`config.mk`:
```
export PLATFORM = sky130hd
export DESIGN_NAME = flick_conditioner
export DESIGN_NICKNAME = d
export VERILOG_FILES = /design/src/rtl/flick_conditioner.sv
export SDC_FILE = /design/constraint.sdc
export NUM_CORES = 1
export LEC_CHECK = 0
export CORE_UTILIZATION = 30
export DETAILED_ROUTE_END_ITERATION = 10
export SYNTH_ARGS = -nofsm -noshare
export SYNTH_HDL_FRONTEND = slang
export SYNTH_SLANG_ARGS = --single-unit
```
`constraint.sdc`:
```
create_clock -name clk -period 3.6 [get_ports clk]
set_input_delay 0.36 -clock clk [delete_from_list [all_inputs] [get_ports clk]]
set_output_delay 0.36 -clock clk [all_outputs]
set_load 0.005 [all_outputs]
```
`src/rtl/flick_conditioner.sv`:
```
// Button conditioner: 2-FF sync, debounce FSM, one-cycle press pulse and press counter.
// Optional auto-repeat while held is enabled with the FLICK_AUTOREPEAT_EN macro.
module flick_conditioner #(
    parameter int DEBOUNCE_CYCLES = 4,
    parameter int REPEAT_DELAY    = 64,
    parameter int REPEAT_PERIOD   = 16
) (
    input  logic       clk,
    input  logic       reset,
    input  logic       flick,
    output logic       pulse_flick,
    output logic       flick_level,
    output logic [1:0] cond_state,
    output logic [7:0] press_count
);

    typedef enum logic [1:0] {
        IDLE        = 2'd0,
        DEB_PRESS   = 2'd1,
        PRESSED     = 2'd2,
        DEB_RELEASE = 2'd3
    } state_t;

    localparam logic [7:0] DEB_LAST = 8'(DEBOUNCE_CYCLES - 1);

    if (DEBOUNCE_CYCLES < 1 || DEBOUNCE_CYCLES > 255 || REPEAT_DELAY < 2 || REPEAT_DELAY > 255 ||
        REPEAT_PERIOD < 1 || REPEAT_PERIOD > REPEAT_DELAY) begin : g_bad_cfg
        $error("flick_conditioner: illegal parameter combination");
    end

    state_t     r_state, w_next;
    logic       r_sync1, r_sync2;
    logic [7:0] r_cnt;
    logic       r_pulse;
    logic [7:0] r_press_count;
    logic       w_cnt_clr, w_cnt_inc, w_press_edge, w_rpt_hit, w_pulse_d;

    // State register (plus synchronizer and debounce counter)
    always_ff @(posedge clk or negedge reset) begin
        if (!reset) begin
            r_sync1 <= 1'b0;
            r_sync2 <= 1'b0;
            r_state <= IDLE;
            r_cnt   <= 8'd0;
        end else begin
            r_sync1 <= flick;
            r_sync2 <= r_sync1;
            r_state <= w_next;
            if (w_cnt_clr)      r_cnt <= 8'd0;
            else if (w_cnt_inc) r_cnt <= r_cnt + 8'd1;
        end
    end

    // Next-state logic
    always_comb begin
        w_next       = r_state;
        w_cnt_clr    = 1'b0;
        w_cnt_inc    = 1'b0;
        w_press_edge = 1'b0;
        case (r_state)
            IDLE: if (r_sync2) begin
                w_next    = DEB_PRESS;
                w_cnt_clr = 1'b1;
            end
            DEB_PRESS: begin
                if (!r_sync2)              w_next = IDLE;
                else if (r_cnt == DEB_LAST) begin
                    w_next       = PRESSED;
                    w_press_edge = 1'b1;
                end else                   w_cnt_inc = 1'b1;
            end
            PRESSED: if (!r_sync2) begin
                w_next    = DEB_RELEASE;
                w_cnt_clr = 1'b1;
            end
            DEB_RELEASE: begin
                if (r_sync2)               w_next = PRESSED;
                else if (r_cnt == DEB_LAST) w_next = IDLE;
                else                       w_cnt_inc = 1'b1;
            end
            default: w_next = IDLE;
        endcase
    end

`ifdef FLICK_AUTOREPEAT_EN
    logic [7:0] r_rpt;
    logic [7:0] w_rpt_nxt;
    assign w_rpt_nxt = r_rpt + 8'd1;
    assign w_rpt_hit = (r_state == PRESSED) && (w_next == PRESSED) && (w_rpt_nxt == 8'(REPEAT_DELAY));

    // Counts cycles spent in PRESSED; on a hit it rewinds so the next hit is REPEAT_PERIOD later.
    always_ff @(posedge clk or negedge reset) begin
        if (!reset)                                        r_rpt <= 8'd0;
        else if (r_state != PRESSED || w_next != PRESSED)  r_rpt <= 8'd0;
        else if (w_rpt_hit)                                r_rpt <= 8'(REPEAT_DELAY - REPEAT_PERIOD);
        else                                               r_rpt <= w_rpt_nxt;
    end
`else
    assign w_rpt_hit = 1'b0;
`endif

    // Output logic; back-to-back pulses are suppressed
    always_comb begin
        w_pulse_d   = (w_press_edge || w_rpt_hit) && !r_pulse;
        flick_level = (r_state == PRESSED) || (r_state == DEB_RELEASE);
        cond_state  = r_state;
        pulse_flick = r_pulse;
        press_count = r_press_count;
    end

    always_ff @(posedge clk or negedge reset) begin
        if (!reset) begin
            r_pulse       <= 1'b0;
            r_press_count <= 8'd0;
        end else begin
            r_pulse <= w_pulse_d;
            if (w_pulse_d) r_press_count <= r_press_count + 8'd1;
        end
    end

endmodule

```
==> impl_metrics.toml, run 1 <==
[outcome]
outcome = "completed"

[synth]
ys_top_cells_by_area = "dfrtp_1, mux2_2, xor2_1, a22o_1, nand3_1"
post-synth-top-area-cell = "dfrtp_1"
synth_edf_count = 0
netlist_instances = 90
syn-num-nets = 95
ys_seq_area_share_pct = 51.16
ys_warn_count = 0
synthDistinctLibCells = 24
ys_top_cells_by_count = "dfrtp_1, nand3_1, nand2_1, nor3_1, xor2_1"
synth-main-ff-cell = "dfrtp_1"
synth_most_common_cell = "dfrtp_1"
synth_async_sr_flop_share_pct = 100.0
ys_ff_latch = 21
synth_area_um2 = 1027
syn_avg_cell_area_um2 = 11.41
synth_top_area_share_pct = 51.16

[floorplanning]
rows = 20
initial_utilization_pct = 32.58
fp.dieW_um = 60.52
io_pins = 15
core_area_um2 = 3153
die_h_um = 60.52
dieArea_um2 = 3662

[grt]
grt_pass1_wl_um = 3111
grt.total_usage_pct = 11.75
grt_overflow = 0
grt_max_degree = 22
grt_pass1_vias = 687
antenna_found_initial = 0

[sta]
finalHoldViolations = 0
rsz0062_at_grt = "false"
finalMaxSlewViolations = 0
fin_skew_ns = 0.01200
relSlewSlack_pct = 39.76
layout_setup_ws_ns = 1.709
final.setup.tns_ns = 0
period_share_pct = 52.53
min_period_ns = 1.891
clock.fmax_mhz = 528.8
tightest_slew_ns = 0.9007
finalSetupViolCount = 0

[setup_path]
rrSetupSlack_ns = 1.76
crit_type = "reg -> out"
slowest_delay_ns = 0.64
r2r_end = "press_count[7]"
cpLargestDelayFamily = "flip-flops"
worst_path_max_delay_cell = "dfrtp_1"
cp-start-kind = "flop"
critical_path.cell_chain = "clkdlybuf4s50_1"
cp.arrival_ns = 1.53
cp-end-kind = "primary output"
required_ns = 3.24
cp_num_buf_inv = 1
r2r_start = "r_cnt[0]"
r2r_cells = 5
crit_fanout = 13

[place]
gp_congestion = 0.7943
portBuffers = 14
dp_slack_ns = 1.776
dp.final_hpwl_um = 1256

[power_and_ir_drop]
powerDensity_nw_per_um2 = 513.7
max-vdd-ir-drop_uv = 202.2
finalPower_uw = 640.1
p_leak_uw = 0.0005991

[clock_network]
cts.sinks = 21
post_cts_resized = 0
post_cts_buffers = 0
numCtsBuffers = 3
ctsHoldBuffers = 0
root_buffer = "clkbuf_4"
cts_buffer_depth = 2
cts_tree = "done"
clk_pin_slew_ns = 0.12
clk_latency_ns = 0.32
htree_levels = 1

[routing]
firstDrtPassIters = 4
avgViaCountPerCell = 4.813
post_drt_wl_per_cell_um = 11.73
postRouteWirelength_um = 1760
final_antenna_net_count = 0
drc = 0
drt-initial-drc-count = 13
via_count = 722

[job]
drv_cap = 0

[layout]
insertedDiodeCount = 0
fin_nets = 112
drive_above_1_share_pct = 12.26
area_delta_synth_final_pct = 21.32

[hold_path]
worstHoldEndpoint = "r_sync2"
holdCritPathClass = "reg -> reg"
whs_path_depth = 0
holdCritStartpoint = "r_sync1"
## where the power goes
part	internal, uW	total [uW]	switching [uW]
registers	269	330	61.3
clock network	41.6	115	73.8
logic	105	194	89.6
total	415	640	225
## kinds of logic after synthesis
logic type | Yosys count | share of synthesized area [%]
flops | 21 | 51.16
xor+xnor | 8 | 6.821
mux | 7 | 7.430
buf+inv | 5 | 1.827
simple gates | 35 | 22.17
compound gates | 12 | 8.160
fa+ha+maj | 2 | 2.436
## metal layers
| layer | routed length [um] | GRT usage, % | vias up |
|---|---|---|---|
| met1 | 858 | 14.63 | 338 |
| li1 | - | - | 356 |
| met2 | 776 | 18.37 | 24 |
| met4 | 33 | 5.519 | 0 |
| met3 | 92 | 4.051 | 4 |
| met5 | 0 | 0 | - |
## stage by stage
step	utilization, %	instances	area [um^2]	hold WS (ns)
after floorplan	-	90	1027	0.06441
after global placement	38.65	146	1219	0.3332
after detailed placement	38.65	146	1219	0.3395
after CTS	39.52	150	1246	0.3525
after global routing	39.52	150	1246	0.3629
final	39.52	150	1246	0.3485
## worst register-to-register path: cells and delay by family (launching register included)
family / cells / cell delay (ns)
flops: 1 / 0.43
fa+ha+maj: 1 / 0.28
xor+xnor: 1 / 0.16
simple gates: 3 / 0.91
## worst max-delay path by stage
stage                                end           from  depth (start not counted)  slack [ns]
final                      cond_state[0]  cond_state[0]                          1        1.71
after detailed placement  press_count[7]       r_cnt[0]                          5        1.78
after floorplan           press_count[7]       r_cnt[0]                          5        1.95
after global routing      press_count[7]       r_cnt[0]                          5        1.55
after CTS                  cond_state[0]  cond_state[0]                          1        1.67
after global placement    press_count[7]       r_cnt[0]                          5        1.85
## cell usage in the layout, fill, tap and decap left out, drive strengths merged
| cell | instances |
|---|---|
| nor4 | 1 |
| nor3b | 1 |
| nand2 | 6 |
| o21ai | 5 |
| nand3 | 7 |
| clkdlybuf4s50 | 14 |
| xor2 | 6 |
| clkbuf | 3 |
| dfrtp | 21 |
| a22o | 5 |
| nand4 | 1 |
| mux2i | 2 |
| nand3b | 1 |
| buf | 1 |
| nor4b | 2 |
| nand2b | 1 |
| nor3 | 6 |
| inv | 2 |
| ha | 2 |
| a21o | 2 |
| xnor2 | 2 |
| and3 | 3 |
| nor2b | 1 |
| mux2 | 5 |
| nor2 | 5 |
| clkinv | 1 |
## sequential cells by signal, summed over array words and instances, names as in the netlist, named ones only
register and flops:
r_sync2 1, pulse_flick 1, cond_state 1, r_cnt 8, r_sync1 1, press_count 8
## area by class of cell
type | count | area, um^2
Fill cell | 316 | 1907
Sequential cell | 21 | 525.5
Multi-Input combinational cell | 64 | 483.0
Timing Repair Buffer | 15 | 147.6
Tap cell | 44 | 55.05
Clock buffer | 3 | 22.52
Inverter | 2 | 7.507
Clock inverter | 1 | 5.005
Power figures use the tool's default switching activity.
==> run 2, diff against run 1 <==
==> constraint.sdc (replaced) <==
create_clock -name clk -period 1.6 [get_ports clk]
set_input_delay 0.16 -clock clk [delete_from_list [all_inputs] [get_ports clk]]
set_output_delay 0.16 -clock clk [all_outputs]
set_load 0.005 [all_outputs]
==> run 2 against run 1 <==
- global-route usage up 1.0 points
- worst hold slack worse by 0.16 ns
- critical path type is now reg -> reg
- first-iteration DRC count down 23%
- highest routed layer unchanged
==> impl_metrics.toml, run 2 (synthesis results as in run 1) <==
[clock_network]
numCtsBuffers = 3
ctsHoldBuffers = 0
clk_pin_slew_ns = 0.12
root_buffer = "clkbuf_4"
cts.sinks = 21
cts_buffer_depth = 2
htree_levels = 1
clk_latency_ns = 0.31
cts_tree = "done"

[routing]
drt-initial-drc-count = 10
via_count = 769
avgViaCountPerCell = 4.747
firstDrtPassIters = 6
post_drt_wl_per_cell_um = 12.49
drc = 0
final_antenna_net_count = 0
postRouteWirelength_um = 2024

[layout]
area_delta_synth_final_pct = 32.03
final_util_pct = 43.02
fin_nets = 124
final_cell_mix = "dfrtp_1, clkdlybuf4s50_1, buf_4"
insertedDiodeCount = 0
final_common_cell = "dfrtp_1"
num-fill-cells = 307
drive_above_1_share_pct = 25.42

[outcome]
outcome = "completed"

[sta]
relSlewSlack_pct = 75.56
rsz0062_at_grt = "true"
min_period_ns = 1.526
tightest_slew_ns = 0.3615
finalHoldViolations = 0
period_share_pct = 95.40
clock.fmax_mhz = 655.2
fin_skew_ns = 0.003333
finalSetupViolCount = 0
layout_setup_ws_ns = 0.07366
finalMaxSlewViolations = 0

[setup_path]
r2r_cells = 5
rrSetupSlack_ns = 0.07
r2r_start = "r_cnt[4]"
startpoint = "r_cnt[4]"
cp-end-kind = "flop"
cp-start-kind = "flop"
crit_fanout = 5
crit_type = "reg -> reg"
required_ns = 1.81
cp.arrival_ns = 1.74

[floorplanning]
core_area_um2 = 3153
io_pins = 15
dieArea_um2 = 3662
initial_utilization_pct = 32.58
die_h_um = 60.52
rows = 20
fp.dieW_um = 60.52

[grt]
grt_max_degree = 22
grt_pass1_vias = 714
grt_busiest_layer = "met2"
grt_pass1_wl_um = 3367
use_met1_pct = 17.11
antenna_found_initial = 0
grt_overflow = 0
met3_usage_pct = 1.279
grt.total_usage_pct = 12.77
use_met2_pct = 19.47

[power_and_ir_drop]
p_clk_share_pct = 17.2
powerDensity_nw_per_um2 = 1141
pwr-share-comb_pct = 37.8
p_int_uw = 1015
swShare_pct = 34.45
p_leak_uw = 0.0006578
p_seq_share_pct = 45.0
switchingPower_uw = 533.1
max-vdd-ir-drop_uv = 315.3

[place]
dp.final_hpwl_um = 1438
dp_slack_ns = 0.05908
gp_congestion = 0.8053
portBuffers = 14

[hold_path]
holdCritPathClass = "in -> async"

[job]
drv_cap = 0
## run 2: repair_timing
action                     4_1_cts  5_1_grt
gates resized for setup          0        4
buffers inserted                 0        2
setup endpoints to repair        0        7
## run 2: worst min path at each step
stage | startpoint | cells past startpoint | slack (ns) | endpoint
3_5_place_dp | r_sync1 | 0 | 0.34 | r_sync2
2_1_floorplan | reset | 0 | -0.14 | async pin
3_3_place_gp | r_sync1 | 0 | 0.34 | r_sync2
4_1_cts | reset | 2 | 0.18 | press_count[0]
6_report | reset | 2 | 0.19 | press_count[2]
5_1_grt | reset | 2 | 0.20 | r_cnt[4]
## run 2: per-layer routing
metal | up-vias | share of wire [%]
li1 | 377 | -
met1 | 378 | 48
met2 | 10 | 47
met3 | 4 | 1.8
met4 | 0 | 2.6
met5 | - | 0
## run 2: cell type report
cell class,instances,area [um^2],area share (%)
sequential,21,525.5,38.75
multi-input combinational,64,503.0,37.08
timing repair buffer,27,237.7,17.53
tap,44,55.05,4.059
clock buffer,3,22.52,1.661
inverter,2,7.507,0.5535
clock inverter,1,5.005,0.3690
## run 2: stage by stage
| step | instances | instance area [um^2] | hold WS, ns | power [uW] | setup TNS [ns] |
|---|---|---|---|---|---|
| global placement | 156 | 1296 | 0.3370 | 1272 | 0 |
| finish | 162 | 1356 | 0.1854 | 1548 | 0 |
| CTS | 160 | 1324 | 0.1844 | 1547 | 0 |
| detailed placement | 156 | 1296 | 0.3436 | 1280 | 0 |
| global route | 162 | 1356 | 0.2019 | 1662 | -0.1843 |
| floorplan | 90 | 1030 | -0.1356 | 992.9 | 0 |
## run 2: worst max-delay path, stage by stage, from the launching register on
cell,delay (ns)
dfrtp_1,0.46
nor4b_4,0.37
buf_4,0.18
buf_4,0.10
nand2_1,0.05
mux2_2,0.27
## run 2: power by group through the flow
stage | sequential (uW) | combinational [uW] | clock (uW)
after floorplan | 707 | 286 | 0
final | 696 | 584 | 267
after CTS | 698 | 577 | 273
after global routing | 713 | 661 | 288
after global placement | 702 | 570 | 0
after detailed placement | 710 | 571 | 0
